==> config.mk <==
export PLATFORM = sky130hd
export DESIGN_NAME = rc_step_sequencer
export DESIGN_NICKNAME = d
export VERILOG_FILES = /design/src/rtl/rc_step_sequencer.sv
export SDC_FILE = /design/constraint.sdc
export NUM_CORES = 1
export LEC_CHECK = 0
export ABC_AREA = 1
export CAP_MARGIN = 40
export CORE_ASPECT_RATIO = 0.7
export CORE_MARGIN = 2
export CORE_UTILIZATION = 49
export CTS_CLUSTER_DIAMETER = 80
export DETAILED_ROUTE_END_ITERATION = 7
export PLACE_DENSITY_LB_ADDON = 0.1
export SYNTH_ARGS = -nofsm -noshare
export SYNTH_HDL_FRONTEND = slang
export SYNTH_SLANG_ARGS = --single-unit
==> constraint.sdc <==
create_clock -name clk -period 8.9 [get_ports clk]
set_clock_uncertainty 0.15 [all_clocks]
set_input_delay 1.78 -clock clk [delete_from_list [all_inputs] [get_ports clk]]
set_output_delay 1.78 -clock clk [all_outputs]
set_load 0.02 [all_outputs]
==> src/rtl/rc_step_sequencer.sv <==
// Step-response run controller for an RC model: clear, drive a step, detect settling.
// Optional RC_SEQ_TIMEOUT_EN adds a timeout output that ends a run when the run counter saturates.
module rc_step_sequencer #(
    parameter int WIDTH = 18,
    parameter int CNT_W = 16
) (
    input  logic                    clk,
    input  logic                    rst,
    input  logic                    start,
    input  logic                    abort,
    input  logic signed [WIDTH-1:0] v_step,
    input  logic        [WIDTH-1:0] v_tol,
    input  logic        [CNT_W-1:0] hold_cycles,
    input  logic signed [WIDTH-1:0] v_out,
    output logic signed [WIDTH-1:0] v_in,
    output logic                    model_ce,
    output logic                    model_clr,
    output logic                    busy,
    output logic                    done,
    output logic                    settled,
`ifdef RC_SEQ_TIMEOUT_EN
    output logic                    timeout,
`endif
    output logic        [CNT_W-1:0] settle_cycles
);

    typedef enum logic [1:0] {S_IDLE, S_CLEAR, S_RUN, S_FINISH} state_t;

    localparam logic [CNT_W-1:0] CNT_MAX = '1;
    localparam logic [CNT_W-1:0] CNT_ONE = CNT_W'(1);

    state_t                  state_q, state_d;
    logic signed [WIDTH-1:0] v_step_q;
    logic        [WIDTH-1:0] v_tol_q;
    logic        [CNT_W-1:0] hold_q;
    logic        [CNT_W-1:0] run_cnt_q;
    logic        [CNT_W-1:0] streak_q;
    logic        [CNT_W-1:0] settle_cnt_q;
    logic                    settled_q;
`ifdef RC_SEQ_TIMEOUT_EN
    logic                    timeout_q;
`endif

    logic        [WIDTH:0]   diff;
    logic        [WIDTH:0]   err;
    logic                    in_band;
    logic        [CNT_W-1:0] streak_inc;
    logic        [CNT_W-1:0] run_inc;
    logic                    hit;
    logic                    run_sat;
    logic                    accept;

    // Sign-extend before subtracting so |diff| always fits in WIDTH+1 bits.
    assign diff       = {v_out[WIDTH-1], v_out} - {v_step_q[WIDTH-1], v_step_q};
    assign err        = diff[WIDTH] ? (~diff + 1'b1) : diff;
    assign in_band    = (err <= {1'b0, v_tol_q});
    assign streak_inc = (streak_q == CNT_MAX) ? streak_q : streak_q + CNT_ONE;
    assign run_inc    = (run_cnt_q == CNT_MAX) ? run_cnt_q : run_cnt_q + CNT_ONE;
    assign hit        = in_band && (streak_inc >= hold_q);
    assign run_sat    = (run_cnt_q == CNT_MAX);
    assign accept     = (state_q == S_IDLE) && start;

    always_ff @(posedge clk or negedge rst) begin
        if (!rst) state_q <= S_IDLE;
        else      state_q <= state_d;
    end

    always_comb begin
        state_d = state_q;
        case (state_q)
            S_IDLE:   if (start) state_d = S_CLEAR;
            S_CLEAR:  state_d = abort ? S_IDLE : S_RUN;
            S_RUN: begin
                if (abort)        state_d = S_IDLE;
                else if (hit)     state_d = S_FINISH;
`ifdef RC_SEQ_TIMEOUT_EN
                else if (run_sat) state_d = S_FINISH;
`endif
            end
            S_FINISH: state_d = S_IDLE;
            default:  state_d = S_IDLE;
        endcase
    end

    always_comb begin
        v_in      = '0;
        model_ce  = 1'b0;
        model_clr = 1'b0;
        busy      = 1'b0;
        done      = 1'b0;
        case (state_q)
            S_CLEAR: begin
                model_clr = 1'b1;
                busy      = 1'b1;
            end
            S_RUN: begin
                v_in     = v_step_q;
                model_ce = 1'b1;
                busy     = 1'b1;
            end
            S_FINISH: begin
                v_in = v_step_q;
                busy = 1'b1;
                done = 1'b1;
            end
            default: ;
        endcase
    end

    always_ff @(posedge clk or negedge rst) begin
        if (!rst) begin
            v_step_q     <= '0;
            v_tol_q      <= '0;
            hold_q       <= '0;
            run_cnt_q    <= '0;
            streak_q     <= '0;
            settle_cnt_q <= '0;
            settled_q    <= 1'b0;
`ifdef RC_SEQ_TIMEOUT_EN
            timeout_q    <= 1'b0;
`endif
        end else if (accept) begin
            v_step_q     <= v_step;
            v_tol_q      <= v_tol;
            hold_q       <= (hold_cycles == '0) ? CNT_ONE : hold_cycles;
            run_cnt_q    <= '0;
            streak_q     <= '0;
            settle_cnt_q <= '0;
            settled_q    <= 1'b0;
`ifdef RC_SEQ_TIMEOUT_EN
            timeout_q    <= 1'b0;
`endif
        end else if (state_q == S_RUN) begin
            run_cnt_q <= run_inc;
            streak_q  <= in_band ? streak_inc : '0;
            // A zero streak means the previous cycle was out of band (or this is the first cycle).
            if (in_band && streak_q == '0) settle_cnt_q <= run_cnt_q;
            if (!abort) begin
                if (hit) settled_q <= 1'b1;
`ifdef RC_SEQ_TIMEOUT_EN
                else if (run_sat) timeout_q <= 1'b1;
`endif
            end
        end
    end

    assign settled       = settled_q;
    assign settle_cycles = settle_cnt_q;
`ifdef RC_SEQ_TIMEOUT_EN
    assign timeout       = timeout_q;
`endif

endmodule

==> impl_results.md, run 1 <==
* Outcome: finished, final reports clean
* Total routed wirelength at 20,130 µm
* Synth cell types at 39
* Longest Clk Path Bufs at 2
* Residual DRC at 0
* Multi-input gate area at 4185 µm²
* M2 GR Usage at between 30% and 40%
* Master of the slowest instance on the critical path: sky130_fd_sc_hd__fa_1
* Count of H-tree levels built during CTS at 3
* Io pins at 113
* Most common cell type on the critical path: sky130_fd_sc_hd__nand2_1
* Proportion of layout cells with a drive suffix above 1 at 6.250%
* Source of the worst register-to-register timing path: v_step_q[0]
* Area leader, netlist: sky130_fd_sc_hd__dfrtp_1
* Setup crit end kind: flop
* CTS-repair resized insts at 0
* Hold_buf cts at 0
* Average size of a mapped cell at 7.016 µm²
* Grt met3 use at ~5%
* Die X at 152.4 µm
* Number of max-cap violations at 0
* Number of antenna violations at the first check in global routing at 0
* TritonCTS sink count at 103
* Endpoint of the worst hold-timing path: v_tol_q[0]
* Critical Path Fanout Max at 17
* Slew margin rel. at 53.68%
* Syn. warnings at 0
* Number of buffers added on ports at 112
* Final slew viol count at 0
* Kind of start point of the critical path: primary input
* PwrDens at 222.7 nW/µm²
* LEAKAGE at roughly 0.0046 µW
* Cell area after synthesis at 7550 µm²
* Clock edge transition at the registers on the reported setup and hold paths at around 70 ps
* Global-route wire length before repair at 33,050 µm
* Routed Antenna Nets at 0
* Met1 routing resource usage after global routing at 42.14%
* Largest cells by area after synthesis: sky130_fd_sc_hd__dfrtp_1, sky130_fd_sc_hd__nand2_1, sky130_fd_sc_hd__ha_1, sky130_fd_sc_hd__inv_1, sky130_fd_sc_hd__o21ai_0
* Placement Setup Slack at approximately 2200 ps
* DRC marker count from the first detailed-route iteration at 505
* Worst R2R Path Depth at 28
* Unrepaired setup endpoints after global routing: false
* Setup slack of the most critical reg-to-reg path at 3930 ps
* Largest net degree at the start of global routing at slightly below 70
* Number of buffers added by the clock tree synthesis step at 9
* Total Nets Final at roughly 1,300
* Core Rows at 37
* GPL Wtd Cong at 0.9868
* Clock period minus worst slack at between 6000 and 7000 ps
* Peak supply drop at ~0.13 mV
* Min-Delay Path Depth at 2
* Final HPWL DP at 15,840 µm
* Sequential cell area at 2577 µm²
* Clock latency reported for the late side of the worst-skew pair at 350 ps
* Data arrival, critical path at around 6600 ps
* Number of setup buffers added after CTS at 0
* Total number of vias at 7,102
* CTS Root Buffer Type: sky130_fd_sc_hd__clkbuf_16
* Part of the cycle the worst path needs at 73.12%
* Total global-route track usage at 25.16%
* Critical Setup Path Class: in2reg
* Die Y-Extent at 107.9 µm
* Required @ worst endpoint at 9030 ps
* Die footprint at between 15,000 and 20,000 µm²
* Maximum clock frequency at 153.7 MHz
* DRT Pass-1 Iters at 4
* Number of nets produced by synthesis at 1,207
* Pin slew with the least headroom to its limit at ~690 ps
* Commonest cells after routing, fill and taps aside: sky130_fd_sc_hd__nand2_1, sky130_fd_sc_hd__inv_1, sky130_fd_sc_hd__clkdlybuf4s50_1
* CORE AREA at 14,860 µm²
* Fraction of the yosys area taken by sequential cells at 34.14%
* Type of the tightest min-delay check: reg2reg
* Top cell type's share of synthesized area at about a third
* Clock tree from TritonCTS: built
* Most common library cell in the layout ignoring fill and taps: sky130_fd_sc_hd__nand2_1
* Peak per-stage delay on the critical path at 520 ps
* Area added between synthesis and finish at 21.69%
* Global routing's busiest layer: met1
* Initial Util at between 50% and 60%
* Count of state elements after synthesis at 103
* Final hold viol count at 0
* Slack of the critical path at 2392 ps
* Gate Count Post-Synth at about 1,100
* Average wire per cell in the routed design at approximately 15 µm
* Setup TNS at 0 ps
* Antenna diodes at 0
* Total grt overflow at 0
* Total of endpoints with negative setup slack in the final report at 0
* Via count of the first global-routing pass at 6,314
* Filler Cell Count at 1,389
* Vias per Instance at roughly 5.2
* Hold Startpoint: v_tol_q[0]
* Worst reg2reg endpoint: settle_cycles[2]
==> metal layers <==
layer | up-vias | share of wire [%]
met5 | - | 0
met4 | 0 | 0.56
met3 | 11 | 7.4
li1 | 3628 | -
met2 | 225 | 37
met1 | 3238 | 55
==> metrics by stage <==
step	util, %	area [µm²]	hold slack (ps)	power (µW)	instances
2_1_floorplan	-	7550	305.3	1347	1076
3_3_place_gp	59.33	8817	330.5	1618	1361
3_5_place_dp	59.89	8900	337.5	1631	1365
4_1_cts	61.83	9188	359.4	2044	1379
5_1_grt	61.83	9188	388.0	2221	1379
6_report	61.83	9188	352.5	2046	1379
==> sequential cells by signal (all words and copies together) (netlist names) <==
name	cells
v_step_q	18
v_tol_q	18
hold_q	16
run_cnt_q	16
settle_cycles	16
streak_q	16
state_q	2
settled	1
==> worst max-delay path, delay by kind of cell <==
| family | cells | cell delay, ps |
|---|---|---|
| compound gates | 3 | 750 |
| buf+inv | 5 | 900 |
| xor+xnor | 1 | 210 |
| fa+ha+maj | 4 | 1110 |
| simple gates | 17 | 1880 |
==> cells in the mapped netlist (all sizes together) <==
library cell  instances
clkbuf               20
o21ai                78
o21a                  1
nor3                 18
o31ai                 5
and3                  2
inv                 177
o41ai                 1
nor2                 83
buf                   5
xnor2                 6
o21bai                1
xor2                 26
nand2               328
clkinv                1
dfrtp               103
nand3                74
nor4                 15
o211ai                1
ha                   56
nand3b                6
and2                  3
a21oi                46
a211oi                1
fa                    1
nand4                18
==> power by group <==
part           internal, µW  total, µW  switching [µW]
Combinational           382       1070             692
Sequential              538        572            33.3
Clock                   223        400             176
==> logic make-up (layout without fill, tap and decap cells) <==
group / after synthesis / after routing / synth area share, %
AND/OR/NAND/NOR: 547 / 547 / 32.80
flip-flops: 103 / 103 / 34.14
XOR/XNOR: 32 / 32 / 3.712
buffers and inverters: 203 / 311 / 10.42
adder cells (fa/ha/maj): 57 / 57 / 9.546
AO/OA/AOI/OAI: 134 / 134 / 9.380
==> worst max path at each step <==
stage	startpoint	endpoint	slack, ps	cells after the start
after global placement	v_out[0]	settle_cycles[1]	2270	30
final	v_out[0]	settle_cycles[2]	2390	30
after detailed placement	v_out[0]	settle_cycles[14]	2200	30
after floorplan	v_out[0]	settle_cycles[7]	3430	29
after global routing	v_out[0]	settle_cycles[3]	1960	30
after CTS	v_out[0]	settle_cycles[4]	2550	30
==> area by class of cell <==
type	count	area share (%)
clock inverters	3	0.4903
clock buffers	11	2.642
well taps	195	2.656
flip-flops and latches	103	28.05
repair buffers	119	13.32
inverters	178	7.286
multi-input cells	770	45.55
Note: power is estimated with default switching activity, not from simulation.
==> inputs of run 2 (changes only) <==
==> constraint.sdc (replaced) <==
create_clock -name clk -period 6.3 [get_ports clk]
set_clock_uncertainty 0.15 [all_clocks]
set_input_delay 1.26 -clock clk [delete_from_list [all_inputs] [get_ports clk]]
set_output_delay 1.26 -clock clk [all_outputs]
set_load 0.02 [all_outputs]
==> run 2 against run 1 <==
Effect of this change:
- first-iteration DRC count is 31% higher
- clock power is 50% higher
- non-clock buffer count is 1 higher
- via count is 0.52% higher
- largest power group unchanged
- worst hold slack better by 14 ps
- worst setup slack worse by 1800 ps
- utilization is 0.28 points higher
- die area stayed put
- cell count is 0.22% higher
- critical endpoint is now settle_cycles[4]
==> impl_results.md, run 2 (same netlist as run 1, synthesis figures left out) <==
* Peak per-stage delay on the critical path at 470 ps (-50 ps)
* Total number of vias at 7,139 (+0.52%)
* Clock tree from TritonCTS: built
* Final slew viol count at 0 (unchanged)
* Share of the core filled with cells at 62.10% (+0.28 points)
* Setup TNS at 0 ps (unchanged)
* Number of buffers added on ports at 112 (unchanged)
* Most common library cell in the layout ignoring fill and taps: sky130_fd_sc_hd__nand2_1
* Master of the slowest instance on the critical path: sky130_fd_sc_hd__clkdlybuf4s50_1
* Average wire per cell in the routed design at 14.99 µm (+2.7%)
* Placed cell count at 1,366 (+0.073%)
* CTS Root Buffer Type: sky130_fd_sc_hd__clkbuf_16
* Unrepaired setup endpoints after global routing: false
* Proportion of layout cells with a drive suffix above 1 at 6.571% (+0.32 points)
* DRT Pass-1 Iters at 7 (+3)
* Slew margin rel. at 52.17% (-1.5 points)
* Critical Path Fanout Max at 17 (unchanged)
* Total grt overflow at 0 (unchanged)
* Type of the tightest min-delay check: reg2reg
* CTS-repair resized insts at 0 (unchanged)
* Core Rows at 37 (unchanged)
* GPL Wtd Cong at 1.059 (+7.3%)
* Sequential cell area at 2577 µm² (unchanged)
* Most common cell type on the critical path: sky130_fd_sc_hd__nand2_1
* Critical Setup Path Class: in2reg
* Clock latency reported for the late side of the worst-skew pair at 350 ps (about the same)
* Required @ worst endpoint at 6440 ps (-2590 ps)
* Global-route wire length before repair at 33,480 µm (+1.3%)
* Number of max-cap violations at 0 (unchanged)
* Hold_buf cts at 0 (unchanged)
* Die footprint at 16,430 µm² (unchanged)
* CORE AREA at 14,860 µm² (unchanged)
* Maximum clock frequency at 174.0 MHz
* Die X at 152.4 µm (unchanged)
* Longest Clk Path Bufs at 2 (unchanged)
* Io pins at 113 (unchanged)
* Sum of internal, switching and leakage power at 2943 µW (+44%)
* Peak supply drop at 0.1695 mV (+28%)
* Final hold viol count at 0 (unchanged)
* Largest net degree at the start of global routing at 66 (-4.3%)
* Clock period minus worst slack at 5748 ps
* Filler Cell Count at 1,348 (-3.0%)
* Total of endpoints with negative setup slack in the final report at 0 (unchanged)
* Total global-route track usage at 25.64% (+0.48 points)
* Switching power share of the total at 44.78% (+0.70 points)
* Number of buffers added by the clock tree synthesis step at 9 (unchanged)
* Internal portion of total power at 1625 µW (+42%)
* Multi-input gate area at 4185 µm² (unchanged)
* Number of antenna violations at the first check in global routing at 0 (unchanged)
* Outcome: finished, final reports clean
* Die Y-Extent at 107.9 µm (unchanged)
* Final std cells w/o fill at 1,382 (+0.22%)
* Sequential share of power at 27.5% (-0.4 points)
* Area added between synthesis and finish at 22.24%
* Via count of the first global-routing pass at 6,367 (+0.84%)
* Routed Antenna Nets at 0 (unchanged)
* LEAKAGE at 0.004663 µW (+0.56%)
* Pin slew with the least headroom to its limit at 714.9 ps (+22.58 ps)
* DRC marker count from the first detailed-route iteration at 660 (+31%)
* Kind of start point of the critical path: primary input
* Total Nets Final at 1,313 (+0.076%)
* TritonCTS sink count at 103 (unchanged)
* Clock power frac at 20.4% (+0.9 points)
* Residual DRC at 0 (unchanged)
* Final standard cell area without fillers at 9229 µm² (+0.45%)
* Switching power at 1318 µW (+46%)
* Total routed wirelength at 20,720 µm (+2.9%)
* Count of H-tree levels built during CTS at 3 (unchanged)
* Largest regs: v_step_q: 18 flops, v_tol_q: 18 flops
* Number of setup buffers added after CTS at 0 (unchanged)
* Part of the power in combinational logic at 52.2% (-0.3 points)
* Antenna diodes at 0 (unchanged)
* Area after detailed placement at 8915 µm² (+0.17%)
* PwrDens at 318.8 nW/µm² (+43%)
* Initial Util at 50.80% (unchanged)
* Commonest cells after routing, fill and taps aside: sky130_fd_sc_hd__nand2_1, sky130_fd_sc_hd__inv_1, sky130_fd_sc_hd__clkdlybuf4s50_1
* Final HPWL DP at 16,050 µm (+1.3%)
* Clock edge transition at the registers on the reported setup and hold paths at 70 ps (about the same)
* Vias per Instance at 5.166 (+0.30%)
* Setup crit end kind: flop
* Data arrival, critical path at 5890 ps (-750 ps)
* Part of the cycle the worst path needs at about nine tenths
## run 2: cell count changes in the layout (fill, tap and decap cells not counted), sizes merged
| cell | change |
|---|---|
| buf | +1 |
| clkbuf | -2 |
| clkinv | +2 |
| clkinvlp | -1 |
| inv | +3 |
## run 2: power by group through the flow
stage | sequential (µW) | clock [µW] | combinational (µW)
4_1_cts | 808 | 615 | 1510
5_1_grt | 819 | 639 | 1730
2_1_floorplan | 819 | 0 | 1080
6_report | 808 | 599 | 1540
3_5_place_dp | 821 | 0 | 1490
3_3_place_gp | 824 | 0 | 1480
## run 2: worst max-delay path, delay by kind of cell
kind | cells | cell delay, ps
compound gates | 3 | 670
xor+xnor | 1 | 180
fa+ha+maj | 4 | 1070
buf+inv | 5 | 860
simple gates | 17 | 1840
## run 2: final cells by class
class / instances / area share (%)
multi-input combinational: 770 / 45.35
sequential: 103 / 27.93
timing repair buffer: 120 / 13.42
inverter: 178 / 7.253
tap: 195 / 2.644
clock buffer: 9 / 2.440
clock inverter: 7 / 0.9626
## run 2: worst paths after layout
path                                       start                to  slack (ps)  cells past startpoint
worst max register to register       v_step_q[0]  settle_cycles[4]        1550                     28
worst max-delay path                    v_out[0]  settle_cycles[4]         550                     30
worst min-delay path            settle_cycles[4]  settle_cycles[4]         370                      2
max in group asynchronous                    rst        hold_q[13]        4710                      2
min in group asynchronous                    rst        v_tol_q[1]         600                      1
worst min register to register  settle_cycles[4]  settle_cycles[4]         370                      2
## run 2: per-stage QoR
step | worst slack [ps] | hold WS [ps]
2_1_floorplan | 1353 | 305.3
3_5_place_dp | 272.3 | 349.8
4_1_cts | 609.2 | 368.8
5_1_grt | 64.27 | 401.1
6_report | 552.1 | 366.2
3_3_place_gp | 355.2 | 346.5
## run 2: routing by layer
metal,up-vias,part of all wire [%],GRT usage [%]
met2,256,37,33.85
li1,3652,-,-
met4,0,0.54,4.606
met3,10,8.3,6.240
met5,-,0,0
met1,3221,54,41.54
